[config.mk]
export PLATFORM = sky130hd
export DESIGN_NAME = mem_interface_unit_flat
export DESIGN_NICKNAME = d
export VERILOG_FILES = /design/src/rtl/mem_interface_unit_if.sv /design/src/rtl/mem_interface_unit.sv /design/src/flat_wrapper.sv
export SDC_FILE = /design/constraint.sdc
export NUM_CORES = 1
export LEC_CHECK = 0
export ABC_AREA = 1
export CAP_MARGIN = 0
export CORE_MARGIN = 2
export CORE_UTILIZATION = 49
export CTS_CLUSTER_SIZE = 25
export DETAILED_ROUTE_END_ITERATION = 12
export PLACE_DENSITY = 0.95
export SLEW_MARGIN = 20
export SYNTH_ARGS = -nofsm -noshare
export SYNTH_HDL_FRONTEND = slang
export SYNTH_SLANG_ARGS = --single-unit
[constraint.sdc]
create_clock -name clk -period 2.15 [get_ports clk]
set_input_delay 0.3225 -clock clk [delete_from_list [all_inputs] [get_ports clk]]
set_output_delay 0.3225 -clock clk [all_outputs]
set_load 0.01 [all_outputs]
[src/rtl/mem_interface_unit_if.sv]
// Byte-wide main-memory request/response bus between the memory interface unit
// (master) and main memory (slave).
interface mem_interface_unit_if #(
  parameter int unsigned ADDR_W = 14,
  parameter int unsigned DATA_W = 8
);
  logic              mem_req;
  logic              mem_we;
  logic [ADDR_W-1:0] mem_addr;
  logic [DATA_W-1:0] mem_wdata;
  logic [DATA_W-1:0] mem_rdata;
  logic              mem_resp;

  modport master (
    output mem_req, mem_we, mem_addr, mem_wdata,
    input  mem_rdata, mem_resp
  );

  modport slave (
    input  mem_req, mem_we, mem_addr, mem_wdata,
    output mem_rdata, mem_resp
  );
endinterface

[src/rtl/mem_interface_unit.sv]
// Load/store responder for the instruction unit: runs one request at a time on the
// byte-wide memory bus. Optional per-transaction timeout under `MIU_TIMEOUT_EN.
module mem_interface_unit #(
  parameter int unsigned ADDR_W = 14,
  parameter int unsigned DATA_W = 8
`ifdef MIU_TIMEOUT_EN
  , parameter int unsigned TIMEOUT_CYCLES = 64
`endif
) (
  input  logic                clk,
  input  logic                reset_n,
  input  logic                load,
  input  logic                store,
  input  logic [ADDR_W-1:0]   addr,
  input  logic [2*DATA_W-1:0] result,
  output logic [DATA_W-1:0]   data,
  output logic                mem_done,
  output logic                mem_err,
  mem_interface_unit_if.master mem
);

  typedef enum logic [2:0] {
    IDLE,
    LD,
    ST_LO,
    ST_GAP,
    ST_HI,
    DONE
  } state_t;

  state_t            state_q, state_n;
  logic [DATA_W-1:0] data_q, data_n;
  logic              done_q, done_n;
  logic              req_q, req_n;
  logic              we_q, we_n;
  logic [ADDR_W-1:0] maddr_q, maddr_n;
  logic [DATA_W-1:0] wdata_q, wdata_n;
  logic [DATA_W-1:0] hi_q, hi_n;
  logic              timeout;

`ifdef MIU_TIMEOUT_EN
  localparam int unsigned CNT_W = $clog2(TIMEOUT_CYCLES + 1);

  logic [CNT_W-1:0] cnt_q;
  logic             err_q;

  // Counter is held clear while mem_req is low, so it restarts on every rise.
  always_ff @(posedge clk or negedge reset_n) begin
    if (!reset_n) begin
      cnt_q <= '0;
    end else if (!req_q) begin
      cnt_q <= '0;
    end else if (!mem.mem_resp) begin
      cnt_q <= cnt_q + 1'b1;
    end
  end

  assign timeout = req_q && !mem.mem_resp && (cnt_q == CNT_W'(TIMEOUT_CYCLES - 1));

  // mem_req is high only in LD/ST_LO/ST_HI, so timeout alone marks an aborted access.
  always_ff @(posedge clk or negedge reset_n) begin
    if (!reset_n) begin
      err_q <= 1'b0;
    end else begin
      err_q <= timeout;
    end
  end

  assign mem_err = err_q;
`else
  assign timeout = 1'b0;
  assign mem_err = 1'b0;
`endif

  always_ff @(posedge clk or negedge reset_n) begin
    if (!reset_n) begin
      state_q <= IDLE;
    end else begin
      state_q <= state_n;
    end
  end

  always_comb begin
    state_n = state_q;
    data_n  = data_q;
    done_n  = 1'b0;
    req_n   = req_q;
    we_n    = we_q;
    maddr_n = maddr_q;
    wdata_n = wdata_q;
    hi_n    = hi_q;
    unique case (state_q)
      IDLE: begin
        if (store) begin
          req_n   = 1'b1;
          we_n    = 1'b1;
          maddr_n = addr;
          wdata_n = result[DATA_W-1:0];
          hi_n    = result[2*DATA_W-1:DATA_W];
          state_n = ST_LO;
        end else if (load) begin
          req_n   = 1'b1;
          we_n    = 1'b0;
          maddr_n = addr;
          state_n = LD;
        end
      end
      LD: begin
        if (mem.mem_resp) begin
          data_n  = mem.mem_rdata;
          req_n   = 1'b0;
          done_n  = 1'b1;
          state_n = DONE;
        end else if (timeout) begin
          req_n   = 1'b0;
          done_n  = 1'b1;
          state_n = DONE;
        end
      end
      ST_LO: begin
        if (mem.mem_resp) begin
          req_n   = 1'b0;
          state_n = ST_GAP;
        end else if (timeout) begin
          req_n   = 1'b0;
          done_n  = 1'b1;
          state_n = DONE;
        end
      end
      ST_GAP: begin
        // maddr_q still holds the captured address from the low-byte write.
        req_n   = 1'b1;
        we_n    = 1'b1;
        maddr_n = maddr_q + 1'b1;
        wdata_n = hi_q;
        state_n = ST_HI;
      end
      ST_HI: begin
        if (mem.mem_resp || timeout) begin
          req_n   = 1'b0;
          done_n  = 1'b1;
          state_n = DONE;
        end
      end
      DONE: begin
        state_n = IDLE;
      end
      default: begin
        state_n = IDLE;
      end
    endcase
  end

  always_ff @(posedge clk or negedge reset_n) begin
    if (!reset_n) begin
      data_q  <= '0;
      done_q  <= 1'b0;
      req_q   <= 1'b0;
      we_q    <= 1'b0;
      maddr_q <= '0;
      wdata_q <= '0;
      hi_q    <= '0;
    end else begin
      data_q  <= data_n;
      done_q  <= done_n;
      req_q   <= req_n;
      we_q    <= we_n;
      maddr_q <= maddr_n;
      wdata_q <= wdata_n;
      hi_q    <= hi_n;
    end
  end

  assign data          = data_q;
  assign mem_done      = done_q;
  assign mem.mem_req   = req_q;
  assign mem.mem_we    = we_q;
  assign mem.mem_addr  = maddr_q;
  assign mem.mem_wdata = wdata_q;

endmodule

[src/flat_wrapper.sv]
// flat-port wrapper written by rule: the top's interface ports become plain ports
module mem_interface_unit_flat 
#(
  parameter int unsigned ADDR_W = 14,
  parameter int unsigned DATA_W = 8

)
  (clk, reset_n, load, store, addr, result, data, mem_done, mem_err, mem_mem_req, mem_mem_we, mem_mem_addr, mem_mem_wdata, mem_mem_rdata, mem_mem_resp);
  mem_interface_unit_if #(.ADDR_W(ADDR_W), .DATA_W(DATA_W)) mem_i ();
  input  logic clk;
  input  logic reset_n;
  input  logic load;
  input  logic store;
  input  logic [ADDR_W-1:0] addr;
  input  logic [2*DATA_W-1:0] result;
  output logic [DATA_W-1:0] data;
  output logic mem_done;
  output logic mem_err;
  output wire logic [$bits(mem_i.mem_req)-1:0] mem_mem_req;
  output wire logic [$bits(mem_i.mem_we)-1:0] mem_mem_we;
  output wire logic [$bits(mem_i.mem_addr)-1:0] mem_mem_addr;
  output wire logic [$bits(mem_i.mem_wdata)-1:0] mem_mem_wdata;
  input wire logic [$bits(mem_i.mem_rdata)-1:0] mem_mem_rdata;
  input wire logic [$bits(mem_i.mem_resp)-1:0] mem_mem_resp;
  assign mem_mem_req = mem_i.mem_req;
  assign mem_mem_we = mem_i.mem_we;
  assign mem_mem_addr = mem_i.mem_addr;
  assign mem_mem_wdata = mem_i.mem_wdata;
  assign mem_i.mem_rdata = mem_mem_rdata;
  assign mem_i.mem_resp = mem_mem_resp;
  mem_interface_unit #(.ADDR_W(ADDR_W), .DATA_W(DATA_W)) u_core (.clk(clk), .reset_n(reset_n), .load(load), .store(store), .addr(addr), .result(result), .data(data), .mem_done(mem_done), .mem_err(mem_err), .mem(mem_i));
endmodule
==> metrics, run 1 <==
status finished, final reports clean; critical path's largest stage delay slightly below 0.6 ns; Die Span Y roughly 71 µm; ant diodes 0; detailed placement HPWL 3.951 mm; Final Max Slew Viols 0; worst-path maximum fanout 5; Routed Antenna Nets 0; Area Growth Syn to Fin 40.03%; die area 5076 µm²; R2R Path Start u_core.state_q[0]; area occupied by multi-input gates 1006 µm²; fin crit period 1.666 ns; Core Region between 4000 and 5000 µm²; syn_nets 299; Initial Utilization 0.5089; unrepaired setup endpoints after global routing false; non-filler cells, final 385; reg-to-reg setup timing slack 0.54 ns; CTS tree yes; end of the critical path mem_mem_addr[4]; port bufs 75; Die W 71.25 µm; global-route wire length before repair 8.901 mm; placed cells 379; Fmax 0.6002 GHz; delay-heaviest family, CP buffers and inverters; vias in the first global route a little under 2,000; cell area after layout 3103 µm²; Register Area 1101 µm²; cell area after synthesis 2216 µm²; register area share after synthesis 0.4969; antenna violations before repair 0; routability-driven placement congestion ratio 0.8419; placed instance area 3004 µm²; Critical-path top delay cell clkdlybuf4s50_1; hold buffer count at cts 0; hold_ws between 0.04 and 0.05 ns; layout cells sized above 1 0.1111; Util after Layout 0.7126; r2r endpoint u_core.mem.mem_addr[6]; Synth Warn # 0; Worst Reg-to-Reg Cells 7; total wire length 5.202 mm; Crit. End Element output port; Worst Max-Slew Pin Slew 0.6081 ns; cells after synthesis 255; FF+latch count, synth 44; # Max-Cap Violations 0; CTS Sinks 44; Max VDD drop 0.0006846 V; detailed-router iteration count before antenna repair 4; DRC 0; cts bufs inserted 5; H-tree depth 2; Fillers 316; slew margin rel. 0.5946; vias post-DR 2,017; CTS max path bufs 2; Yosys cell types 25; largest net degree at the start of global routing 28; Routed WL per cell 13.51 µm; pwr dens 1418 nW/µm²; Static Leak ~1.4 nW; Critical Path Start Type register; clk_lat worst skew roughly 0.29 ns; Via density 5.239; post-CTS setup buffers 0; CP bufs+invs 1; crit-path cells clkdlybuf4s50_1; Top-Level Pins slightly below 80; Final Hold Viols 0; total global-route track usage 0.2219; GRT overflow 0; Critical Path AT 1.34 ns; CTS Root Cell clkbuf_8; row count 24; Crit path depth 1; Nets 378; Tcrit/Tclk final 0.7749; Final setup viols 0; CP Class reg2out; Crit path required time 1.83 ns; CTS clk-pin slew, worst paths 0.08 ns; setup TNS 0 ns; Final Skew 0.003406 ns; min-delay worst type in2async; initial DRC count 232; post-synthesis average cell area 8.690 µm²; # resized after CTS 0; CP startpoint u_core.mem.mem_addr[4]
## flip-flops by register name (all words and copies together), names as in the netlist
signal and cells:
u_core.data 8, u_core.hi_q 8, u_core.mem.mem_addr 14, u_core.mem.mem_req 1
u_core.mem.mem_wdata 8, u_core.mem.mem_we 1, u_core.mem_done 1, u_core.state_q 3
## synthesized netlist by cell type
cell type,number,area (µm²)
nor2_1,29,108.9
nand3_2,1,10.01
nand4_1,3,18.77
buf_6,1,11.26
nor2_4,1,11.26
buf_4,3,22.52
conb_1,1,3.750
inv_2,4,15.01
dfrtp_1,44,1101
o22ai_1,2,12.51
ha_1,1,12.51
o21ai_0,5,25.02
a31oi_1,10,62.56
a21oi_1,4,20.02
mux2_2,16,180.2
o21bai_1,1,7.510
nand3_1,21,105.1
nand2_8,2,40.04
nand2_1,80,300.3
clkbuf_1,1,3.750
xor2_1,2,17.52
or2_2,1,6.260
inv_1,15,56.30
nand2_4,3,33.78
o211ai_1,4,30.03
## worst min path at each step
stage / from / endpoint / slack [ns] / cells past startpoint
after CTS: reset_n / u_core.mem.mem_addr[2] / 0.06 / 1
after floorplan: reset_n / u_core.data[0] / 0.03 / 0
after detailed placement: reset_n / u_core.mem.mem_addr[2] / 0.36 / 1
final: reset_n / u_core.mem.mem_addr[7] / 0.04 / 1
after global placement: reset_n / u_core.mem.mem_addr[2] / 0.36 / 1
after global routing: reset_n / u_core.mem_done / 0.08 / 1
## power by group
group | switching (mW) | internal [mW] | total (mW) | leakage (nW)
clock | 0.250 | 0.333 | 0.583 | 0.0501
combinational | 1.09 | 1.10 | 2.20 | 0.808
sequential | 0.371 | 1.25 | 1.62 | 0.518
total | 1.71 | 2.69 | 4.40 | 1.38
## routing by layer
metal / vias up / global-route usage / share of wire
met5: - / 0 / 0
met4: 0 / 0.06918 / 0.014
met3: 8 / 0.05204 / 0.070
met2: 83 / 0.3724 / 0.51
met1: 937 / 0.2869 / 0.41
li1: 989 / - / -
## cell type report
type                    instances  area share
clock buffers                   5     0.02218
clock inverters                 1    0.009677
inverters                      19     0.02298
multi-input cells             187      0.3242
flip-flops and latches         44      0.3548
well taps                      52     0.02097
repair buffers                 77      0.2452
## cell usage in the layout (no fill, tap or decap)
master and count:
a31oi_1 10, buf_4 2, nand3_1 21, nand2_4 3, o22ai_1 2, clkbuf_8 5, bufinv_16 1, dfrtp_1 44
a21oi_1 4, o21bai_1 1, o211ai_1 4, xor2_1 2, ha_1 1, nand2_8 2, clkdlybuf4s50_1 74, or2_2 1
nand2_1 80, nand4_1 3, mux2_2 16, buf_2 1, inv_2 4, conb_1 1, nor2_1 29, nor2_4 1
nand3_2 1, o21ai_0 5, inv_1 15
## kinds of logic (layout without fill, tap and decap cells)
| kind of cell | count (synthesis) | after routing | synth area share |
|---|---|---|---|
| adders and majority gates | 1 | 1 | 0.005646 |
| and+or+nand+nor | 141 | 141 | 0.2863 |
| AOI/OAI and AO/OA | 26 | 26 | 0.07115 |
| xor gates and xnor gates | 2 | 2 | 0.007907 |
| muxes | 16 | 16 | 0.08131 |
| other | 1 | 1 | 0.001692 |
| buffers and inverters | 24 | 102 | 0.04912 |
| DFF | 44 | 44 | 0.4969 |
## per-stage QoR
stage / setup WS (ns) / power [mW]
after global placement: 0.4382 / 3.711
after detailed placement: 0.3909 / 3.823
after CTS: 0.4896 / 4.412
final: 0.4840 / 4.399
after floorplan: 0.8433 / 2.844
after global routing: 0.3734 / 4.732
(Power assumes the default switching activity.)
==> run 2, diff against run 1 <==
--- a/config.mk
+++ b/config.mk
@@ -8,10 +8,10 @@
 export ABC_AREA = 1
 export CAP_MARGIN = 0
 export CORE_MARGIN = 2
-export CORE_UTILIZATION = 49
+export CORE_UTILIZATION = 41
 export CTS_CLUSTER_SIZE = 25
 export DETAILED_ROUTE_END_ITERATION = 12
-export PLACE_DENSITY = 0.95
+export PLACE_DENSITY = 0.87
 export SLEW_MARGIN = 20
 export SYNTH_ARGS = -nofsm -noshare
 export SYNTH_HDL_FRONTEND = slang
==> constraint.sdc (replaced) <==
create_clock -name clk -period 1.4 [get_ports clk]
set_input_delay 0.21 -clock clk [delete_from_list [all_inputs] [get_ports clk]]
set_output_delay 0.21 -clock clk [all_outputs]
set_load 0.01 [all_outputs]
==> run 2 against run 1 <==
The run now ends with setup timing left. Sequential cell count unchanged. Clock skew increased by 0.0078 ns. Global-route usage shrank 2.6 points. Critical path depth up 5. Hold slack gained 0.37 ns. Wire length increased by 19%. Total power grew 74%. Sequential power is 44% higher. Via count grew 9.0%.
==> metrics, run 2 (synthesis gave the netlist of run 1 again) <==
Via density 5.030; Max VDD drop 0.0009911 V; global-route wire length before repair around 9.5 mm; Area Growth Syn to Fin 60.42%; most frequent cells in the layout 75 x nand2_1, 42 x clkdlybuf4s50_1, 39 x dfrtp_1; Register Area roughly 1100 µm²; Routed WL per cell 14.11 µm; port bufs 75; min-delay worst type in2async; Nets 410; die area around 6000 µm²; CP Class reg2reg; Total Power 7.637 mW; Tcrit/Tclk final 1.016; CTS clk-pin slew, worst paths 0.09 ns; Die Span Y ~78 µm; Critical Path AT between 1.5 and 2 ns; GRT overflow 0; DRC 0; largest net degree at the start of global routing 45; max FFs per register 14; routability-driven placement congestion ratio 0.8971; initial DRC count 201; total wire length 6.165 mm; Initial Utilization 0.4284; H-tree depth 2; Routed Antenna Nets 0; detailed-router iteration count before antenna repair 4; unrepaired setup endpoints after global routing true; ant diodes 0; CTS max path bufs 2; detailed placement HPWL 4.108 mm; CTS Root Cell clkbuf_8; antenna violations before repair 0; Util after Layout 0.6872; worst-path maximum fanout 10; Top-Level Pins 77; row count 26; Final Hold Viols 0; area occupied by multi-input gates 1104 µm²; Fmax 0.7027 GHz; total global-route track usage 0.1954; fin crit period roughly 1.4 ns; Critical Path Start Type register; Final Skew 0.01125 ns; Crit. End Element register; commonest non-fill, non-tap cell in the layout nand2_1; Fillers 400; Crit path required time 1.58 ns; failing checks setup timing; Final setup viols 11; Die W 77.52 µm; placed instance area 3144 µm²; CTS tree yes; vias in the first global route about 2,100; # Max-Cap Violations 0; pwr dens 2148 nW/µm²; Static Leak 1.657 nW; final worst setup slack -0.02302 ns; vias post-DR 2,198; CTS Sinks 44; layout cells sized above 1 0.2561; clk_lat worst skew 0.30 ns; Core Region 5172 µm²; status complete, but fails checks; Final Max Slew Viols 0; cell area after layout 3555 µm²; cts bufs inserted 5
==> run 2: metrics by stage <==
stage / setup TNS [ns] / setup slack [ns] / cells / hold slack, ns
after floorplan: 0 / 0.09333 / 255 / -0.08559
after global placement: -0.003501 / -0.003501 / 411 / 0.2054
after detailed placement: -0.1917 / -0.03527 / 411 / 0.2075
after CTS: 0 / 0.001180 / 430 / 0.4309
after global routing: -0.9825 / -0.08349 / 437 / 0.4516
final: -0.1245 / -0.02302 / 437 / 0.4150
==> run 2: final timing paths <==
kind | start | to | cells after the start | slack (ns)
max in group asynchronous | reset_n | u_core.state_q[1] | 3 | 0.76
min | reset_n | u_core.mem.mem_addr[0] | 3 | 0.41
max | u_core.state_q[0] | u_core.hi_q[0] | 6 | -0.02
min in group clk | result[7] | u_core.mem.mem_wdata[7] | 3 | 0.48
max reg2reg | u_core.state_q[0] | u_core.hi_q[0] | 6 | -0.02
min reg2reg | u_core.data[1] | u_core.data[1] | 1 | 0.50
==> run 2: cell type report <==
| class | instances | share of cell area |
|---|---|---|
| clock buffer | 6 | 0.02323 |
| clock inverter | 2 | 0.01091 |
| inverter | 19 | 0.02605 |
| multi-input combinational | 187 | 0.3105 |
| sequential | 44 | 0.3115 |
| tap | 70 | 0.02464 |
| timing repair buffer | 109 | 0.2932 |
==> run 2: worst max-delay path: stages, from the launching register on <==
cell     delay (ns)
dfrtp_2        0.45
nor2_2         0.16
nand2_2        0.09
inv_4          0.11
buf_12         0.11
nand2_8        0.08
mux2_2         0.29
==> run 2: timing repair <==
action	4_1_cts	5_1_grt
endpoints found under the setup margin	45	37
cloned	0	0
endpoints found under the hold margin	44	0
gates resized for setup	35	40
hold buffers	1	0
setup buffers	10	7
pin swaps	2	7
==> run 2: power breakdown <==
group / total (mW) / leakage (nW) / switching (mW) / internal [mW]
clock network: 1.04 / 0.0614 / 0.459 / 0.584
registers: 2.34 / 0.512 / 0.412 / 1.93
logic: 4.25 / 1.08 / 2.19 / 2.06
==> run 2: metal layers <==
layer,share of wire,GRT usage
met5,0,0
met4,0.011,0.05714
met3,0.063,0.04651
met2,0.53,0.3574
met1,0.40,0.2262
